File: src/rtl/run_monitor_pkg.sv
// Shared types and constants for the run monitor.
//   state_t   : dump/run FSM states
//   cause_t   : halt cause codes (0 none, 1 address, 2 stuck PC, 3 external)
//   HDR_MAGIC : top byte of the dump header word
//   hdr_word  : builds the 32-bit header {magic, 6'b0, cause, nregs[15:0]}
package run_monitor_pkg;

  typedef enum logic [2:0] {
    ST_RUN  = 3'd0,
    ST_HDR  = 3'd1,
    ST_RD   = 3'd2,
    ST_SEND = 3'd3,
    ST_PCW  = 3'd4,
    ST_CYCW = 3'd5,
    ST_DONE = 3'd6
  } state_t;

  typedef enum logic [1:0] {
    CAUSE_NONE  = 2'd0,
    CAUSE_ADDR  = 2'd1,
    CAUSE_STUCK = 2'd2,
    CAUSE_EXT   = 2'd3
  } cause_t;

  localparam logic [7:0] HDR_MAGIC = 8'hA5;

  function automatic logic [31:0] hdr_word(input logic [1:0] cause, input int unsigned nregs);
    return {HDR_MAGIC, 6'b0, cause, 16'(nregs)};
  endfunction

endpackage

File: src/rtl/run_monitor_detect.sv
// Halt-event detection for the run monitor.
//   i_clk, i_rst      : clock, synchronous active-low reset
//   i_pc, i_pc_valid  : retiring PC and its valid strobe
//   i_halt_addr/en    : NUM_HALT packed address comparators with enables
//   i_halt_req        : external halt request
//   i_active          : monitor is in RUN; events and tracking only count here
//   i_clear           : clears stuck-PC tracking (rearm)
//   o_hit, o_cause    : combinational hit and prioritised cause
//                       (address > stuck > external)
module run_monitor_detect
  import run_monitor_pkg::*;
#(
  parameter int XLEN        = 32,
  parameter int NUM_HALT    = 2,
  parameter int STALL_LIMIT = 1024
) (
  input  logic                     i_clk,
  input  logic                     i_rst,
  input  logic [XLEN-1:0]          i_pc,
  input  logic                     i_pc_valid,
  input  logic [NUM_HALT*XLEN-1:0] i_halt_addr,
  input  logic [NUM_HALT-1:0]      i_halt_en,
  input  logic                     i_halt_req,
  input  logic                     i_active,
  input  logic                     i_clear,
  output logic                     o_hit,
  output logic [1:0]               o_cause
);

  localparam int CNT_W = $clog2(STALL_LIMIT + 1);
  localparam logic [CNT_W-1:0] CNT_FIRE = CNT_W'(STALL_LIMIT - 1);
  localparam logic [CNT_W-1:0] CNT_MAX  = CNT_W'(STALL_LIMIT);

  logic [XLEN-1:0]  last_pc;
  logic             have_last;
  logic [CNT_W-1:0] run_cnt;   // length of the current run of identical retires
  logic             addr_hit;
  logic             same_pc;
  logic             stuck_hit;
  logic             ext_hit;

  always_comb begin
    addr_hit = 1'b0;
    for (int k = 0; k < NUM_HALT; k++) begin
      if (i_halt_en[k] && (i_pc == i_halt_addr[k*XLEN +: XLEN])) addr_hit = 1'b1;
    end
    addr_hit = addr_hit && i_pc_valid && i_active;
  end

  assign same_pc   = have_last && (i_pc == last_pc);
  // This retire would be the STALL_LIMIT-th identical one in a row.
  assign stuck_hit = i_active && i_pc_valid && same_pc && (run_cnt == CNT_FIRE);
  assign ext_hit   = i_active && i_halt_req;
  assign o_hit     = addr_hit || stuck_hit || ext_hit;

  always_comb begin
    o_cause = CAUSE_NONE;
    if (addr_hit)       o_cause = CAUSE_ADDR;
    else if (stuck_hit) o_cause = CAUSE_STUCK;
    else if (ext_hit)   o_cause = CAUSE_EXT;
  end

  always_ff @(posedge i_clk) begin
    if (!i_rst || i_clear) begin
      last_pc   <= '0;
      have_last <= 1'b0;
      run_cnt   <= '0;
    end else if (i_active && i_pc_valid) begin
      last_pc   <= i_pc;
      have_last <= 1'b1;
      if (!same_pc)                run_cnt <= CNT_W'(1);
      else if (run_cnt != CNT_MAX) run_cnt <= run_cnt + CNT_W'(1);
    end
  end

endmodule

File: src/rtl/run_monitor.sv
// Run monitor: counts cycles while the CPU runs, halts it on an address match,
// a stuck PC or an external request, then streams a dump:
//   header, registers 0..NREGS-1, captured PC, cycle count (NREGS+3 words).
// Ports:
//   i_clk, i_rst            : clock, synchronous active-low reset
//   i_pc, i_pc_valid        : retiring PC
//   i_halt_addr, i_halt_en  : packed halt-address comparators and enables
//   i_halt_req              : external halt request
//   i_rearm                 : leave DONE and resume RUN
//   o_reg_addr, i_reg_data  : register-file read port (data one cycle after addr)
//   o_tx_data/o_tx_valid/i_tx_ready : dump stream; a word moves on valid && ready,
//                             data and valid hold while valid && !ready
//   o_halt, o_cause, o_cycles, o_done : status
//   o_state                 : current FSM state (debug)
module run_monitor
  import run_monitor_pkg::*;
#(
  parameter int XLEN        = 32,
  parameter int NUM_HALT    = 2,
  parameter int NREGS       = 32,
  parameter int STALL_LIMIT = 1024,
  parameter int CYCLE_W     = 32
) (
  input  logic                     i_clk,
  input  logic                     i_rst,
  input  logic [XLEN-1:0]          i_pc,
  input  logic                     i_pc_valid,
  input  logic [NUM_HALT*XLEN-1:0] i_halt_addr,
  input  logic [NUM_HALT-1:0]      i_halt_en,
  input  logic                     i_halt_req,
  input  logic                     i_rearm,
  output logic [$clog2(NREGS)-1:0] o_reg_addr,
  input  logic [XLEN-1:0]          i_reg_data,
  output logic [XLEN-1:0]          o_tx_data,
  output logic                     o_tx_valid,
  input  logic                     i_tx_ready,
  output logic                     o_halt,
  output logic [1:0]               o_cause,
  output logic [CYCLE_W-1:0]       o_cycles,
  output logic                     o_done,
  output logic [2:0]               o_state
);

  localparam int AW = $clog2(NREGS);
  localparam logic [AW-1:0] LAST_REG = AW'(NREGS - 1);

  state_t          state;
  logic [XLEN-1:0] cap_pc;
  logic            det_hit;
  logic [1:0]      det_cause;
  logic            active;
  logic            clear;

  assign active  = (state == ST_RUN);
  assign clear   = (state == ST_DONE) && i_rearm;
  assign o_state = state;

  run_monitor_detect #(
    .XLEN        (XLEN),
    .NUM_HALT    (NUM_HALT),
    .STALL_LIMIT (STALL_LIMIT)
  ) u_detect (
    .i_clk       (i_clk),
    .i_rst       (i_rst),
    .i_pc        (i_pc),
    .i_pc_valid  (i_pc_valid),
    .i_halt_addr (i_halt_addr),
    .i_halt_en   (i_halt_en),
    .i_halt_req  (i_halt_req),
    .i_active    (active),
    .i_clear     (clear),
    .o_hit       (det_hit),
    .o_cause     (det_cause)
  );

  always_ff @(posedge i_clk) begin
    if (!i_rst) begin
      state      <= ST_RUN;
      o_halt     <= 1'b0;
      o_done     <= 1'b0;
      o_cause    <= CAUSE_NONE;
      o_cycles   <= '0;
      o_tx_valid <= 1'b0;
      o_tx_data  <= '0;
      o_reg_addr <= '0;
      cap_pc     <= '0;
    end else begin
      case (state)
        ST_RUN: begin
          if (o_cycles != '1) o_cycles <= o_cycles + CYCLE_W'(1);
          if (det_hit) begin
            // Header is loaded here so it is already valid in the HDR cycle.
            state      <= ST_HDR;
            o_halt     <= 1'b1;
            o_cause    <= det_cause;
            cap_pc     <= i_pc;
            o_tx_data  <= XLEN'(hdr_word(det_cause, NREGS));
            o_tx_valid <= 1'b1;
            o_reg_addr <= '0;
          end
        end
        ST_HDR: begin
          if (i_tx_ready) begin
            o_tx_valid <= 1'b0;
            state      <= ST_RD;
          end
        end
        ST_RD: begin
          // o_reg_addr is presented this cycle; data appears in SEND.
          state <= ST_SEND;
        end
        ST_SEND: begin
          if (!o_tx_valid) begin
            o_tx_data  <= i_reg_data;
            o_tx_valid <= 1'b1;
          end else if (i_tx_ready) begin
            if (o_reg_addr == LAST_REG) begin
              o_tx_data <= cap_pc;
              state     <= ST_PCW;
            end else begin
              o_tx_valid <= 1'b0;
              o_reg_addr <= o_reg_addr + AW'(1);
              state      <= ST_RD;
            end
          end
        end
        ST_PCW: begin
          if (i_tx_ready) begin
            o_tx_data <= XLEN'(o_cycles);
            state     <= ST_CYCW;
          end
        end
        ST_CYCW: begin
          if (i_tx_ready) begin
            o_tx_valid <= 1'b0;
            o_done     <= 1'b1;
            state      <= ST_DONE;
          end
        end
        ST_DONE: begin
          if (i_rearm) begin
            state      <= ST_RUN;
            o_halt     <= 1'b0;
            o_done     <= 1'b0;
            o_cycles   <= '0;
            o_cause    <= CAUSE_NONE;
            o_reg_addr <= '0;
          end
        end
        default: state <= ST_RUN;
      endcase
    end
  end

endmodule

File: config.mk
export PLATFORM = sky130hd
export DESIGN_NAME = run_monitor
export DESIGN_NICKNAME = d
export VERILOG_FILES = /design/src/rtl/run_monitor_pkg.sv /design/src/rtl/run_monitor_detect.sv /design/src/rtl/run_monitor.sv
export SDC_FILE = /design/constraint.sdc
export NUM_CORES = 1
export LEC_CHECK = 0
export ABC_CLOCK_PERIOD_IN_PS = 3000
export BUFFER_PORTS_ARGS = -buffer_cell sky130_fd_sc_hd__buf_2
export CAP_MARGIN = 40
export CORE_MARGIN = 3
export CORE_UTILIZATION = 30
export CTS_BUF_LIST = sky130_fd_sc_hd__clkbuf_4
export DETAILED_ROUTE_END_ITERATION = 6
export GPL_TIMING_DRIVEN = 0
export MAX_ROUTING_LAYER = met4
export REMOVE_ABC_BUFFERS = 1
export SYNTH_ARGS = -nofsm -noshare
export SYNTH_HDL_FRONTEND = slang
export SYNTH_SLANG_ARGS = --single-unit
export TNS_END_PERCENT = 20
File: constraint.sdc
create_clock -name i_clk -period 3 [get_ports i_clk]
set_clock_uncertainty 0.2 [all_clocks]
set_input_delay 0.6 -clock i_clk [delete_from_list [all_inputs] [get_ports i_clk]]
set_output_delay 0.6 -clock i_clk [all_outputs]
set_load 0.01 [all_outputs]
==> results list <==
- The routed design could run at a clock period as short as 3070 ps.
* Pin count of the biggest net entering global routing: 47
- WHS Path Cells: 3
- The worst setup path is captured at a flip-flop.
- In this run the count of I/O pins placed on the die edge is 213.
* Final Cell Area: 10,500 µm²
- Mean instance size in the synthesized netlist: 8.10 µm²
- In this run the critical register-to-register path is launched from o_state[1]$_SDFFE_PN0P_.
* Tightest hold margin: 97.1 ps
* Warning count from the yosys run: 0
- CORE AREA: 26,400 µm²
* Class of the worst hold path: primary input to flip-flop
- Capture point of the worst reg-to-reg path: o_tx_data[29]$_SDFFE_PN0P_
- The kind of cell with the highest combined delay along the critical path is simple AND/OR/NAND/NOR gates.
* Post-synth EDFFs: 0
- Upper clock frequency limit: 0.325 GHz
- Post-synth ARST share: 0
* Std cell rows: 59
- For hold timing, the worst endpoint is u_detect.last_pc[4]$_SDFFE_PP0P_.
* Post-synthesis cell type with the largest combined area: dfxtp_1
- Vias per inst: 5.23
- Die span in x: 171 µm
* Overall power after layout: 5.14 mW
* Critical setup path kind: primary input to flip-flop
* Die Height: 171 µm
- Once layout is complete, the utilization of the core stands at 0.396.
- Routability Congestion: 0.871
* Antenna Nets Post-Route: 0
- Slew of the pin with the lowest slew margin: 945 ps
* Critical path, cell by cell: buf_6 -> xor2_1 -> nor4_1 -> buf_2 -> nand4_1 -> or4_4 -> o41a_4 -> a21o_4 -> buf_6 -> buf_6 -> mux2i_1
- Summed over all layers, the global routing overflow is 0.
* Area of the die: 29,300 µm²
* Post-synthesis instance area: 8180 µm²
- The worst-case IR drop observed on VDD is 236 µV.
- Arrival time reported for the critical path endpoint: 3330 ps
- After filler insertion, the fill cell instance count of the layout stands at 2,774.
* Clock buffer count from CTS: 17
- Initial detailed-routing violation count: 494
* Dpl hpwl: 21.7 mm
- Count of placed standard cells in the final layout, fillers left out: 1,575
- Number of register bits inferred by synthesis: 153
- 1st-pass router iterations: 6
* Unique masters post-synth: 54
* Top-area cell type share of the netlist area: 0.375
- The first global-routing pass estimated 45.3 mm of wire.
* Cells on worst reg2reg path: 11
* Final WS setup: -73.9 ps
* Clock-pin slew on the worst setup and hold paths: 130 ps
* Mean routed wirelength per cell: 19.7 µm
- The detailed router put a total of 13.9 mm of wire on met1.
- Instance area after placement: 9710 µm²
* Nets@finish: 1,367
- The analysis attributes to cell leakage a power of 4.24 nW.
- CTS built an H-tree with a depth of 4.
* Total track usage: 0.210
- The final reports fail on negative setup slack.
- Among all flip-flop cells after synthesis, the most frequent one is dfxtp_1.
* Met2 routed WL: 14.0 mm
- After detailed routing, the met3 layer carries 2.58 mm of wire.
- Start point of the worst hold path: i_pc[4]
* Vias in the first global route: 7,690
- After detailed routing, the number of remaining DRC violations is 0.
- Clock tree root buffer cell: clkbuf_4
- Number of endpoints with negative hold slack in the final report: 0
* Post-route fraction of the period consumed by the critical path: 1.02
- Synth top area cells: dfxtp_1, nand2_1, xnor2_1
* Critical-path maximum fanout: 7
* Critical Path Source Type: primary input
* Critical path's slowest cell: or4_4
* Number of buffers inserted by hold repair at cts: 0
- The run finished, with violations left.
- Setup violations remaining at the end of the flow were counted as 16.
- The number of antenna violations at the first check in global routing came to 2.
- At the worst endpoint, the required time is 3260 ps.
- For this design the ratio of total power to cell area is 491 nW/µm².
* Max-slew violation total from the final report: 0
* Maximum capacitance violations: 0
* Number of I/O port buffers: 212
- TritonCTS clock tree: yes
- Clock Tree Buf Depth: 2
* Placed Cells incl. Taps: 1,512
- RSZ-0062 raised after global routing: true
* Later-pin clock latency in the skew report: 570 ps
* R2R Setup Slk: -50 ps
- Initial Utilization: 0.309
- Routed vias: 8,233
* Worst slew margin: 0.368
- Relative to the synthesized area, the layout overhead comes to 28.0%.
- In this design, the critical path's most frequently occurring cell is buf_6.
- Of the synthesized area, sequential elements account for 0.375.
* Share of cells above drive strength 1: 0.258
- Synthesis handed over a netlist of 1,009 instances.
- Top sig layer: met4
- Total buffers and inverters traversed by the critical path: 4
- Crit-path max cell delay: 630 ps
- Number of clock sinks seen by CTS: 153
- Wires add up to 31.0 mm.
area by class of cell:
cell class	instances	area, µm²	share of cell area
multi-input combinational	787	4930	0.471
sequential	153	3080	0.294
timing repair buffer	258	1670	0.159
tap	335	419	0.0400
clock inverter	12	200	0.0191
clock buffer	18	135	0.0129
inverter	9	33.8	0.00323
antenna	3	7.51	0.000717
worst reg2reg max path, cell delays in order (launching register included):
cell     delay [ps]
dfxtp_4         380
nor4b_4         310
buf_6           150
buf_8            90
buf_8            90
nand4_1          70
or4_4           530
o41a_4          430
a21o_4          320
buf_6           160
buf_6           120
mux2i_1         100
routing by layer:
layer  up-vias  global-route usage
li1       3957                   -
met1      3934               0.285
met2       313               0.324
met3        29              0.0425
met4         0              0.0507
met5         -                   -
where the power goes:
group / total (mW) / leakage [nW] / internal [mW] / switching (mW)
sequential: 2.26 / 1.25 / 2.16 / 0.100
combinational: 1.36 / 2.81 / 0.608 / 0.751
clock: 1.52 / 0.182 / 0.748 / 0.775
total: 5.14 / 4.24 / 3.51 / 1.63
cells in the mapped netlist (all sizes together) (6+ instances only):
library cell	n
nand2	185
inv	9
nor2	58
o21ai	65
xor2	63
xnor2	72
and3	11
mux2	7
nand3	53
buf	12
a21oi	75
nand4	41
nor3	9
and2	6
clkbuf	50
dfxtp	153
nor4	14
mux2i	59
worst max path at each step:
stage	from	to	slack, ps	cells past startpoint
2_1_floorplan	i_pc_valid	o_tx_data[17]$_SDFFE_PN0P_	-2120	6
3_3_place_gp	i_pc_valid	o_tx_data[17]$_SDFFE_PN0P_	-4130	7
3_5_place_dp	i_pc[6]	o_tx_data[27]$_SDFFE_PN0P_	-1310	10
4_1_cts	o_state[0]$_SDFFE_PN0P_	o_tx_data[11]$_SDFFE_PN0P_	-160	11
5_1_grt	o_state[1]$_SDFFE_PN0P_	o_tx_data[14]$_SDFFE_PN0P_	-140	11
6_report	i_pc[13]	o_tx_data[29]$_SDFFE_PN0P_	-70	11
cell families (layout without fill, tap and decap cells):
logic type | count (synthesis) | count (layout) | synth area share
AOI/OAI and AO/OA | 174 | 176 | 0.122
xor gates and xnor gates | 135 | 135 | 0.145
adders and majority gates | 5 | 5 | 0.00765
buffers and inverters | 71 | 297 | 0.0364
DFF | 153 | 153 | 0.375
muxes | 66 | 66 | 0.0819
other | 0 | 3 | 0
and+or+nand+nor | 405 | 405 | 0.233
per-stage QoR:
stage                     setup WS (ps)  TNS [ps]
after floorplan                   -2120   -122870
after global placement            -4130   -376460
after detailed placement          -1310    -79980
after CTS                          -164     -3170
after global routing               -137     -2720
final                             -73.9      -382
sequential cells by signal, summed over array words and instances, names as in the netlist:
signal	flops
cap_pc	32
o_cause	2
o_cycles	32
o_done	1
o_halt	1
o_reg_addr	5
o_state	3
o_tx_data	32
o_tx_valid	1
u_detect.have_last	1
u_detect.last_pc	32
u_detect.run_cnt	11
cell usage in the layout (no fill, tap or decap), types with 4 or more instances in the layout:
| cell type | synthesis | final |
|---|---|---|
| a21oi_1 | 75 | 74 |
| and2_1 | 5 | 4 |
| and3_1 | 11 | 11 |
| and4_1 | 5 | 5 |
| buf_12 | 0 | 6 |
| buf_16 | 0 | 5 |
| buf_2 | 1 | 211 |
| buf_4 | 0 | 21 |
| buf_6 | 4 | 8 |
| buf_8 | 0 | 7 |
| bufinv_16 | 0 | 5 |
| clkbuf_4 | 0 | 18 |
| dfxtp_1 | 153 | 149 |
| ha_1 | 5 | 5 |
| inv_1 | 9 | 9 |
| mux2_2 | 7 | 7 |
| mux2i_1 | 59 | 59 |
| nand2_1 | 185 | 183 |
| nand3_1 | 53 | 52 |
| nand3b_1 | 5 | 5 |
| nand4_1 | 41 | 41 |
| nor2_1 | 58 | 58 |
| nor2b_1 | 4 | 4 |
| nor3_1 | 9 | 7 |
| nor4_1 | 14 | 13 |
| o21ai_0 | 64 | 63 |
| o221ai_1 | 4 | 4 |
| xnor2_1 | 72 | 72 |
| xor2_1 | 63 | 63 |
repair_timing:
item                                    CTS  global route
buffers inserted                         23             3
gates cloned                              5             0
gates resized for setup                  32             6
endpoints found under the setup margin   85            79
pin swaps                                10            15
(Power assumes the default switching activity.)
